[config.mk]
export PLATFORM = sky130hd
export DESIGN_NAME = pipeline_controller_flat
export DESIGN_NICKNAME = d
export VERILOG_FILES = /design/src/rtl/core_pkg.sv /design/src/rtl/pipeline_controller_if.sv /design/src/rtl/hazard_detect.sv /design/src/rtl/pipeline_controller.sv /design/src/flat_wrapper.sv
export SDC_FILE = /design/constraint.sdc
export NUM_CORES = 1
export LEC_CHECK = 0
export CAP_MARGIN = 30
export CORE_ASPECT_RATIO = 1.1
export CORE_MARGIN = 3
export CORE_UTILIZATION = 25
export DETAILED_ROUTE_END_ITERATION = 10
export DONT_BUFFER_PORTS = 1
export GPL_TIMING_DRIVEN = 0
export RECOVER_POWER = 50
export SLEW_MARGIN = 20
export SYNTH_ARGS = -nofsm -noshare
export SYNTH_HDL_FRONTEND = slang
export SYNTH_SLANG_ARGS = --single-unit
[constraint.sdc]
create_clock -name clk -period 3.03 [get_ports clk]
set_input_delay 0.303 -clock clk [delete_from_list [all_inputs] [get_ports clk]]
set_output_delay 0.303 -clock clk [all_outputs]
set_load 0.1 [all_outputs]
[src/rtl/core_pkg.sv]
// Shared definitions for the 16-bit 5-stage core: the 4-bit opcode map,
// the pipeline controller state encoding and the source-operand use decode.
package core_pkg;

   localparam logic [3:0] OP_NOP    = 4'b0000;
   localparam logic [3:0] OP_ADD    = 4'b0001;
   localparam logic [3:0] OP_SUB    = 4'b0010;
   localparam logic [3:0] OP_ADDI   = 4'b0011;
   localparam logic [3:0] OP_SHLLI  = 4'b0100;
   localparam logic [3:0] OP_SHRLI  = 4'b0101;
   localparam logic [3:0] OP_LOAD   = 4'b0110;
   localparam logic [3:0] OP_LOADI  = 4'b0111;
   localparam logic [3:0] OP_STORE  = 4'b1000;
   localparam logic [3:0] OP_CMP    = 4'b1001;
   localparam logic [3:0] OP_JUMP   = 4'b1010;
   localparam logic [3:0] OP_JUMPL  = 4'b1011;
   localparam logic [3:0] OP_JUMPG  = 4'b1100;
   localparam logic [3:0] OP_JUMPE  = 4'b1101;
   localparam logic [3:0] OP_JUMPNE = 4'b1110;
   localparam logic [3:0] OP_MOV    = 4'b1111;

   typedef enum logic [1:0] {
      ST_RUN   = 2'd0,
      ST_FLUSH = 2'd1,
      ST_STALL = 2'd2
   } state_t;

   // Which source registers an opcode reads: bit0 = src1, bit1 = src2.
   function automatic logic [1:0] src_use(input logic [3:0] op);
      logic [1:0] use_bits;
      use_bits = 2'b00;
      case (op)
         OP_ADD, OP_SUB, OP_CMP, OP_STORE:                 use_bits = 2'b11;
         OP_ADDI, OP_SHLLI, OP_SHRLI, OP_LOAD, OP_MOV:     use_bits = 2'b01;
         default:                                          use_bits = 2'b00;
      endcase
      return use_bits;
   endfunction

endpackage

[src/rtl/pipeline_controller_if.sv]
// Handshake bundle between the EX/ID stages and the pipeline controller.
//  ex_*        : instruction currently in Execute (valid, opcode, dest, target, new flags)
//  id_*        : instruction currently in Decode (valid, opcode, source indices)
//  zf/gf/lf    : architectural flag register
//  redirect, pc_target, stall_*, flush_* : front-end control
// master = pipeline side (drives stage info), slave = controller.
interface pipeline_controller_if;
   logic        ex_valid;
   logic [3:0]  ex_opcode;
   logic [4:0]  ex_dest_idx;
   logic [15:0] ex_target;
   logic        ex_zf;
   logic        ex_gf;
   logic        ex_lf;
   logic        id_valid;
   logic [3:0]  id_opcode;
   logic [4:0]  id_src1_idx;
   logic [4:0]  id_src2_idx;
   logic        zf;
   logic        gf;
   logic        lf;
   logic        redirect;
   logic [15:0] pc_target;
   logic        stall_pc;
   logic        stall_if_id;
   logic        flush_if_id;
   logic        flush_id_ex;

   modport master (
      output ex_valid, ex_opcode, ex_dest_idx, ex_target, ex_zf, ex_gf, ex_lf,
      output id_valid, id_opcode, id_src1_idx, id_src2_idx,
      input  zf, gf, lf, redirect, pc_target, stall_pc, stall_if_id,
      input  flush_if_id, flush_id_ex
   );

   modport slave (
      input  ex_valid, ex_opcode, ex_dest_idx, ex_target, ex_zf, ex_gf, ex_lf,
      input  id_valid, id_opcode, id_src1_idx, id_src2_idx,
      output zf, gf, lf, redirect, pc_target, stall_pc, stall_if_id,
      output flush_if_id, flush_id_ex
   );
endinterface

[src/rtl/hazard_detect.sv]
// Load-use hazard detection between EX and ID (purely combinational).
//  ex_valid, ex_opcode, ex_dest_idx : producer in Execute
//  id_valid, id_opcode, id_src1_idx, id_src2_idx : consumer in Decode
//  load_use : EX holds a LOAD whose destination is read by the ID instruction
module hazard_detect
   import core_pkg::*;
(
   input  logic       ex_valid,
   input  logic [3:0] ex_opcode,
   input  logic [4:0] ex_dest_idx,
   input  logic       id_valid,
   input  logic [3:0] id_opcode,
   input  logic [4:0] id_src1_idx,
   input  logic [4:0] id_src2_idx,
   output logic       load_use
);

   logic [1:0] reads;
   logic       src_match;

   always_comb begin
      reads     = src_use(id_opcode);
      src_match = (reads[0] && (id_src1_idx == ex_dest_idx)) ||
                  (reads[1] && (id_src2_idx == ex_dest_idx));
      load_use  = ex_valid && (ex_opcode == OP_LOAD) && id_valid && src_match;
   end

endmodule

[src/rtl/pipeline_controller.sv]
// Sequencing controller around the Execute stage: flag register, jump
// resolution with PC redirect and front-end flush, load-use stall.
//  clk, rst_n : core clock, asynchronous active-low reset
//  bus        : pipeline_controller_if.slave (EX/ID info in, control out)
//
// state | meaning
// ------+-----------------------------------------------------------------
// RUN   | normal flow; jumps resolve and load-use is checked
// FLUSH | trailing cycles of a taken jump; flush_if_id held, hazards ignored
// STALL | extra load-use bubbles; stall_pc/stall_if_id/flush_id_ex held
module pipeline_controller
   import core_pkg::*;
#(
   parameter int FLUSH_CYCLES = 2,
   parameter int LOAD_STALL   = 1,
   parameter int CNT_W        = 3
) (
   input  logic                  clk,
   input  logic                  rst_n,
   pipeline_controller_if.slave  bus
);

   state_t           state, state_nxt;
   logic [CNT_W-1:0] cnt, cnt_nxt;
   logic             zf_q, gf_q, lf_q;
   logic             jump_cond;
   logic             jump_taken;
   logic             load_use;
   logic             stall_hit;

   hazard_detect u_hazard (
      .ex_valid    (bus.ex_valid),
      .ex_opcode   (bus.ex_opcode),
      .ex_dest_idx (bus.ex_dest_idx),
      .id_valid    (bus.id_valid),
      .id_opcode   (bus.id_opcode),
      .id_src1_idx (bus.id_src1_idx),
      .id_src2_idx (bus.id_src2_idx),
      .load_use    (load_use)
   );

   always_ff @(posedge clk or negedge rst_n) begin
      if (!rst_n) begin
         zf_q <= 1'b0;
         gf_q <= 1'b0;
         lf_q <= 1'b0;
      end else if (bus.ex_valid && (bus.ex_opcode == OP_CMP)) begin
         zf_q <= bus.ex_zf;
         gf_q <= bus.ex_gf;
         lf_q <= bus.ex_lf;
      end
   end

   // Conditions use the registered flags, never this cycle's ex_* flags.
   always_comb begin
      jump_cond = 1'b0;
      if (bus.ex_valid) begin
         case (bus.ex_opcode)
            OP_JUMP:   jump_cond = 1'b1;
            OP_JUMPL:  jump_cond = lf_q;
            OP_JUMPG:  jump_cond = gf_q;
            OP_JUMPE:  jump_cond = zf_q;
            OP_JUMPNE: jump_cond = !zf_q;
            default:   jump_cond = 1'b0;
         endcase
      end
   end

   // Jump has priority over a (theoretically impossible) coincident hazard.
   assign jump_taken = (state == ST_RUN) && jump_cond;
   assign stall_hit  = (state == ST_RUN) && !jump_cond && load_use;

   always_ff @(posedge clk or negedge rst_n) begin
      if (!rst_n) begin
         state <= ST_RUN;
         cnt   <= '0;
      end else begin
         state <= state_nxt;
         cnt   <= cnt_nxt;
      end
   end

   always_comb begin
      state_nxt = state;
      cnt_nxt   = cnt;
      case (state)
         ST_RUN: begin
            if (jump_taken) begin
               if (FLUSH_CYCLES > 1) begin
                  state_nxt = ST_FLUSH;
                  cnt_nxt   = CNT_W'(FLUSH_CYCLES - 1);
               end
            end else if (stall_hit) begin
               if (LOAD_STALL > 1) begin
                  state_nxt = ST_STALL;
                  cnt_nxt   = CNT_W'(LOAD_STALL - 1);
               end
            end
         end
         ST_FLUSH, ST_STALL: begin
            // The cycle in which cnt reaches zero is the last one held.
            if (cnt <= CNT_W'(1)) begin
               state_nxt = ST_RUN;
               cnt_nxt   = '0;
            end else begin
               cnt_nxt = cnt - CNT_W'(1);
            end
         end
         default: begin
            state_nxt = ST_RUN;
            cnt_nxt   = '0;
         end
      endcase
   end

   // Outputs are forced low while reset is held so nothing leaks from the
   // combinational EX/ID decode during reset.
   always_comb begin
      bus.redirect    = 1'b0;
      bus.pc_target   = 16'h0000;
      bus.stall_pc    = 1'b0;
      bus.stall_if_id = 1'b0;
      bus.flush_if_id = 1'b0;
      bus.flush_id_ex = 1'b0;
      if (rst_n) begin
         case (state)
            ST_RUN: begin
               if (jump_taken) begin
                  bus.redirect    = 1'b1;
                  bus.pc_target   = bus.ex_target;
                  bus.flush_if_id = 1'b1;
                  bus.flush_id_ex = 1'b1;
               end else if (stall_hit) begin
                  bus.stall_pc    = 1'b1;
                  bus.stall_if_id = 1'b1;
                  bus.flush_id_ex = 1'b1;
               end
            end
            ST_FLUSH: bus.flush_if_id = 1'b1;
            ST_STALL: begin
               bus.stall_pc    = 1'b1;
               bus.stall_if_id = 1'b1;
               bus.flush_id_ex = 1'b1;
            end
            default: ;
         endcase
      end
   end

   assign bus.zf = zf_q;
   assign bus.gf = gf_q;
   assign bus.lf = lf_q;

endmodule

[src/flat_wrapper.sv]
// flat-port wrapper written by rule: the top's interface ports become plain ports
module pipeline_controller_flat import core_pkg::*;
#(
   parameter int FLUSH_CYCLES = 2,
   parameter int LOAD_STALL   = 1,
   parameter int CNT_W        = 3
)
  (clk, rst_n, bus_ex_valid, bus_ex_opcode, bus_ex_dest_idx, bus_ex_target, bus_ex_zf, bus_ex_gf, bus_ex_lf, bus_id_valid, bus_id_opcode, bus_id_src1_idx, bus_id_src2_idx, bus_zf, bus_gf, bus_lf, bus_redirect, bus_pc_target, bus_stall_pc, bus_stall_if_id, bus_flush_if_id, bus_flush_id_ex);
  pipeline_controller_if bus_i ();
  input  logic clk;
  input  logic rst_n;
  input wire logic [$bits(bus_i.ex_valid)-1:0] bus_ex_valid;
  input wire logic [$bits(bus_i.ex_opcode)-1:0] bus_ex_opcode;
  input wire logic [$bits(bus_i.ex_dest_idx)-1:0] bus_ex_dest_idx;
  input wire logic [$bits(bus_i.ex_target)-1:0] bus_ex_target;
  input wire logic [$bits(bus_i.ex_zf)-1:0] bus_ex_zf;
  input wire logic [$bits(bus_i.ex_gf)-1:0] bus_ex_gf;
  input wire logic [$bits(bus_i.ex_lf)-1:0] bus_ex_lf;
  input wire logic [$bits(bus_i.id_valid)-1:0] bus_id_valid;
  input wire logic [$bits(bus_i.id_opcode)-1:0] bus_id_opcode;
  input wire logic [$bits(bus_i.id_src1_idx)-1:0] bus_id_src1_idx;
  input wire logic [$bits(bus_i.id_src2_idx)-1:0] bus_id_src2_idx;
  output wire logic [$bits(bus_i.zf)-1:0] bus_zf;
  output wire logic [$bits(bus_i.gf)-1:0] bus_gf;
  output wire logic [$bits(bus_i.lf)-1:0] bus_lf;
  output wire logic [$bits(bus_i.redirect)-1:0] bus_redirect;
  output wire logic [$bits(bus_i.pc_target)-1:0] bus_pc_target;
  output wire logic [$bits(bus_i.stall_pc)-1:0] bus_stall_pc;
  output wire logic [$bits(bus_i.stall_if_id)-1:0] bus_stall_if_id;
  output wire logic [$bits(bus_i.flush_if_id)-1:0] bus_flush_if_id;
  output wire logic [$bits(bus_i.flush_id_ex)-1:0] bus_flush_id_ex;
  assign bus_i.ex_valid = bus_ex_valid;
  assign bus_i.ex_opcode = bus_ex_opcode;
  assign bus_i.ex_dest_idx = bus_ex_dest_idx;
  assign bus_i.ex_target = bus_ex_target;
  assign bus_i.ex_zf = bus_ex_zf;
  assign bus_i.ex_gf = bus_ex_gf;
  assign bus_i.ex_lf = bus_ex_lf;
  assign bus_i.id_valid = bus_id_valid;
  assign bus_i.id_opcode = bus_id_opcode;
  assign bus_i.id_src1_idx = bus_id_src1_idx;
  assign bus_i.id_src2_idx = bus_id_src2_idx;
  assign bus_zf = bus_i.zf;
  assign bus_gf = bus_i.gf;
  assign bus_lf = bus_i.lf;
  assign bus_redirect = bus_i.redirect;
  assign bus_pc_target = bus_i.pc_target;
  assign bus_stall_pc = bus_i.stall_pc;
  assign bus_stall_if_id = bus_i.stall_if_id;
  assign bus_flush_if_id = bus_i.flush_if_id;
  assign bus_flush_id_ex = bus_i.flush_id_ex;
  pipeline_controller #(.FLUSH_CYCLES(FLUSH_CYCLES), .LOAD_STALL(LOAD_STALL), .CNT_W(CNT_W)) u_core (.clk(clk), .rst_n(rst_n), .bus(bus_i));
endmodule
==> metrics.md <==
| Metric | Value |
|---|---|
| Status | completed |
| Max incr delay on CP | 0.60 ns |
| Max_cap viols | 0 |
| Crit-path cells | nand2b_4 -> buf_6 -> or4b_1 -> a21oi_4 -> buf_4 |
| Measured slew at the worst slew-check pin | 1.20 ns |
| Initial Util | 26.6% |
| Vias per Instance | 5.43 |
| PortBufs | 0 |
| Final setup viols | 0 |
| Setup CP Type | reg2out |
| Reg2Reg Launch Point | u_core.bus.gf |
| First-pass GRT wire length | 3.60 mm |
| DRT Pass-1 Iters | 2 |
| Routed WL | 2.39 mm |
| Worst-path fanout max | 10 |
| TritonCTS clock tree | done |
| Clk sink count | 7 |
| Die height | 66.2 microns |
| Synthesized cell area | 823 sq um |
| Crit path time final | 2.92 ns |
| Avg Cell Area, Syn | 8.95 sq um |
| Vias in the first global route | 872 |
| Compound-Gate Fraction of Synth Area | 13.1% |
| Synth warn | 0 |
| Xor/xnor share of the synthesized area | 10.6% |
| Share of the yosys chip area belonging to registers | 21.3% |
| Slew margin rel. | 19.6% |
| Via Count | 776 |
| Gr ovfl total | 0 |
| RR Endpoint | u_core.cnt[0] |
| Layout cell share with drive strength beyond 1 | 45.0% |
| Syn_nets | 143 |
| Slowest CP cell | or4b_1 |
| Reg2reg path depth | 5 |
| Buf/Inv on CP | 2 |
| Antenna cells | 0 |
| Core Footprint | 3100 sq um |
| CTS H-Tree Depth | 1 |
| DP Area | 1220 sq um |
| Dpl ws | -0.223 ns |
| Critical path launch point type | flip-flop |
| WP depth | 5 |
| Initial antenna violation count | 0 |
| Area of the die | 4020 sq um |
| Unrepaired setup endpoints after global routing | false |
| Main combinational cell family by area after synthesis | simple AND/OR/NAND/NOR gates |
| Die width | 60.7 microns |
| Maximum vdd drop | 192 uV |
| Final setup margin | 0.108 ns |
| Skew-Pair Late Insertion Delay | 0.25 ns |
| Worst Path Required | 2.73 ns |
| Hold path cells | 1 |
| Fillcell total | 294 |
| Post-route ant nets | 0 |
| WL/cell | 16.7 microns |
| Fin area | 1310 sq um |
| Period utilization | 96.4% |
| Hold Crit Class | in2reg |
| RD Place Congestion | 0.676 |
| Total power | 587 uW |
| Boundary Pins | 70 |
| Area delta synth->final | 59.1% |
| Gr usage total | 11.6% |
| Worst-path clk slew | 0.05 ns |
| CTS root buffer | clkbuf_4 |
| Longest Clk Path Bufs | 2 |
| Static leakage | 0.000547 uW |
| TritonCTS Buffers | 3 |
| Row cnt | 21 |
| Hold Violations, Final | 0 |
| Synth cell types | 35 |
| Post-route DRC | 0 |
| Final HPWL DP | 1.97 mm |
| P per Cell Area | 448 nW/um^2 |
| Final core utilization | 42.3% |
| Post-synthesis simple-gate area fraction | 32.5% |
| Largest net degree at the start of global routing | 11 |
| #FFs+latches synth | 7 |
| Adder-cell share of the synthesized area | 7.60% |
| Setup crit end kind | primary output |
| Fin Setup TNS | 0 ns |
| Fin nets | 161 |
| Capture point of the critical path | bus_stall_pc |
| Post-Syn Instances | 92 |
| Pins over their slew limit | 0 |
| CP top delay family | simple AND/OR/NAND/NOR gates |
| Mux cell area share after synthesis | 8.05% |
| Flop-to-flop setup slack | 1.01 ns |
| Fmax | 342 MHz |
| WP data arrival | 2.62 ns |
| Final setup skew | 0.00400 ns |
| Iter 0 DRT Violations | 13 |
| Critical path origin | u_core.state[0] |
metal layers:
metal  share of wire (%)  vias to the layer above  track usage, %  wire length [microns]
met3                 8.6                        5            2.93                    205
li1                    -                      362               -                      -
met2                  56                       42            21.7                   1350
met5                   0                        -               0                      0
met1                  34                      367            12.1                    803
met4                 1.2                        0            4.07                     29
worst min-delay path by stage:
| stage | start | to | slack [ns] |
|---|---|---|---|
| after detailed placement | rst_n | u_core.bus.zf | 0.008 |
| after floorplan | rst_n | u_core.bus.gf | 0.007 |
| after global routing | bus_ex_gf | u_core.bus.gf | 0.19 |
| after CTS | bus_ex_zf | u_core.bus.zf | 0.20 |
| final | bus_ex_zf | u_core.bus.zf | 0.20 |
| after global placement | rst_n | u_core.bus.zf | 0.008 |
layout by cell type, fill, tap and decap left out, types with 2 or more instances in the layout:
cell,instances
mux2_2,3
nor2_1,4
o21bai_1,3
a21oi_1,2
o21ai_0,2
nand4b_1,2
buf_8,11
xnor2_1,5
inv_1,7
nand2_1,2
nor4b_1,2
xor2_1,5
ha_1,5
nand3_1,2
clkbuf_4,4
clkbuf_1,2
nor3b_4,16
dfrtp_1,4
dfrtp_4,3
and3_1,2
area by class of cell:
class / instances / area, sq um / share of cell area, %
clock buffer: 4 / 26.3 / 2.01
inverter: 7 / 26.3 / 2.01
buffer: 5 / 35.0 / 2.67
sequential: 7 / 186 / 14.2
multi-input combinational: 73 / 793 / 60.6
timing repair buffer: 13 / 200 / 15.3
tap: 34 / 42.5 / 3.25
where the power goes:
group / internal, uW / switching [uW] / leakage [uW]
sequential: 129 / 97.8 / 0.0000852
combinational: 108 / 167 / 0.000447
clock: 50.3 / 35.2 / 0.0000150
total: 287 / 300 / 0.000547
sequential cells by signal, summed over array words and instances, names as in the netlist:
signal / flops
u_core.bus.gf: 1
u_core.state: 1
u_core.bus.lf: 1
u_core.cnt: 3
u_core.bus.zf: 1
Yosys cell counts:
| cell type | count | area [sq um] |
|---|---|---|
| xor2_1 | 5 | 43.8 |
| nand3_1 | 2 | 10.0 |
| nand2b_4 | 1 | 13.8 |
| o2bb2ai_1 | 1 | 8.76 |
| and2b_1 | 1 | 7.51 |
| o21ai_0 | 2 | 10.0 |
| nor3b_1 | 16 | 120 |
| or4b_4 | 1 | 13.8 |
| a21boi_0 | 1 | 7.51 |
| or4_4 | 1 | 11.3 |
| buf_4 | 1 | 7.51 |
| mux4_2 | 1 | 22.5 |
| inv_1 | 7 | 26.3 |
| nand2b_1 | 1 | 6.26 |
| ha_1 | 5 | 62.6 |
| or3_1 | 1 | 6.26 |
| dfrtp_1 | 7 | 175 |
| and3_1 | 2 | 12.5 |
| clkbuf_1 | 3 | 11.3 |
| nor2_1 | 5 | 18.8 |
| nor4b_1 | 2 | 17.5 |
| nor3_1 | 1 | 5.00 |
| mux2_2 | 3 | 33.8 |
| o211ai_2 | 1 | 12.5 |
| a21oi_1 | 3 | 15.0 |
| mux2i_1 | 1 | 10.0 |
| a211oi_1 | 1 | 7.51 |
| a31oi_1 | 1 | 6.26 |
| nand4b_1 | 2 | 17.5 |
| o21bai_1 | 3 | 22.5 |
| a32oi_1 | 1 | 8.76 |
| nand2_1 | 2 | 7.51 |
| buf_6 | 1 | 11.3 |
| a211o_1 | 1 | 8.76 |
| xnor2_1 | 5 | 43.8 |
cells by family (layout without fill, tap and decap cells):
group,count (synthesis),after routing
mux,5,5
fa+ha+maj,5,5
simple gates,38,38
flops,7,7
buf+inv,12,29
compound gates,15,15
xor+xnor,10,10
repair_timing:
action / CTS / global route
hold endpoints to repair: 7 / 0
hold buffers: 1 / 0
setup buffers: 0 / 0
resized for setup: 10 / 0
endpoints found under the setup margin: 17 / 0
per-stage QoR:
step           std cells  hold slack, ns
6_report             143           0.198
3_5_place_dp         136         0.00769
4_1_cts              141           0.196
3_3_place_gp         126         0.00766
5_1_grt              143           0.191
2_1_floorplan         92         0.00741
(Power assumes the default switching activity.)
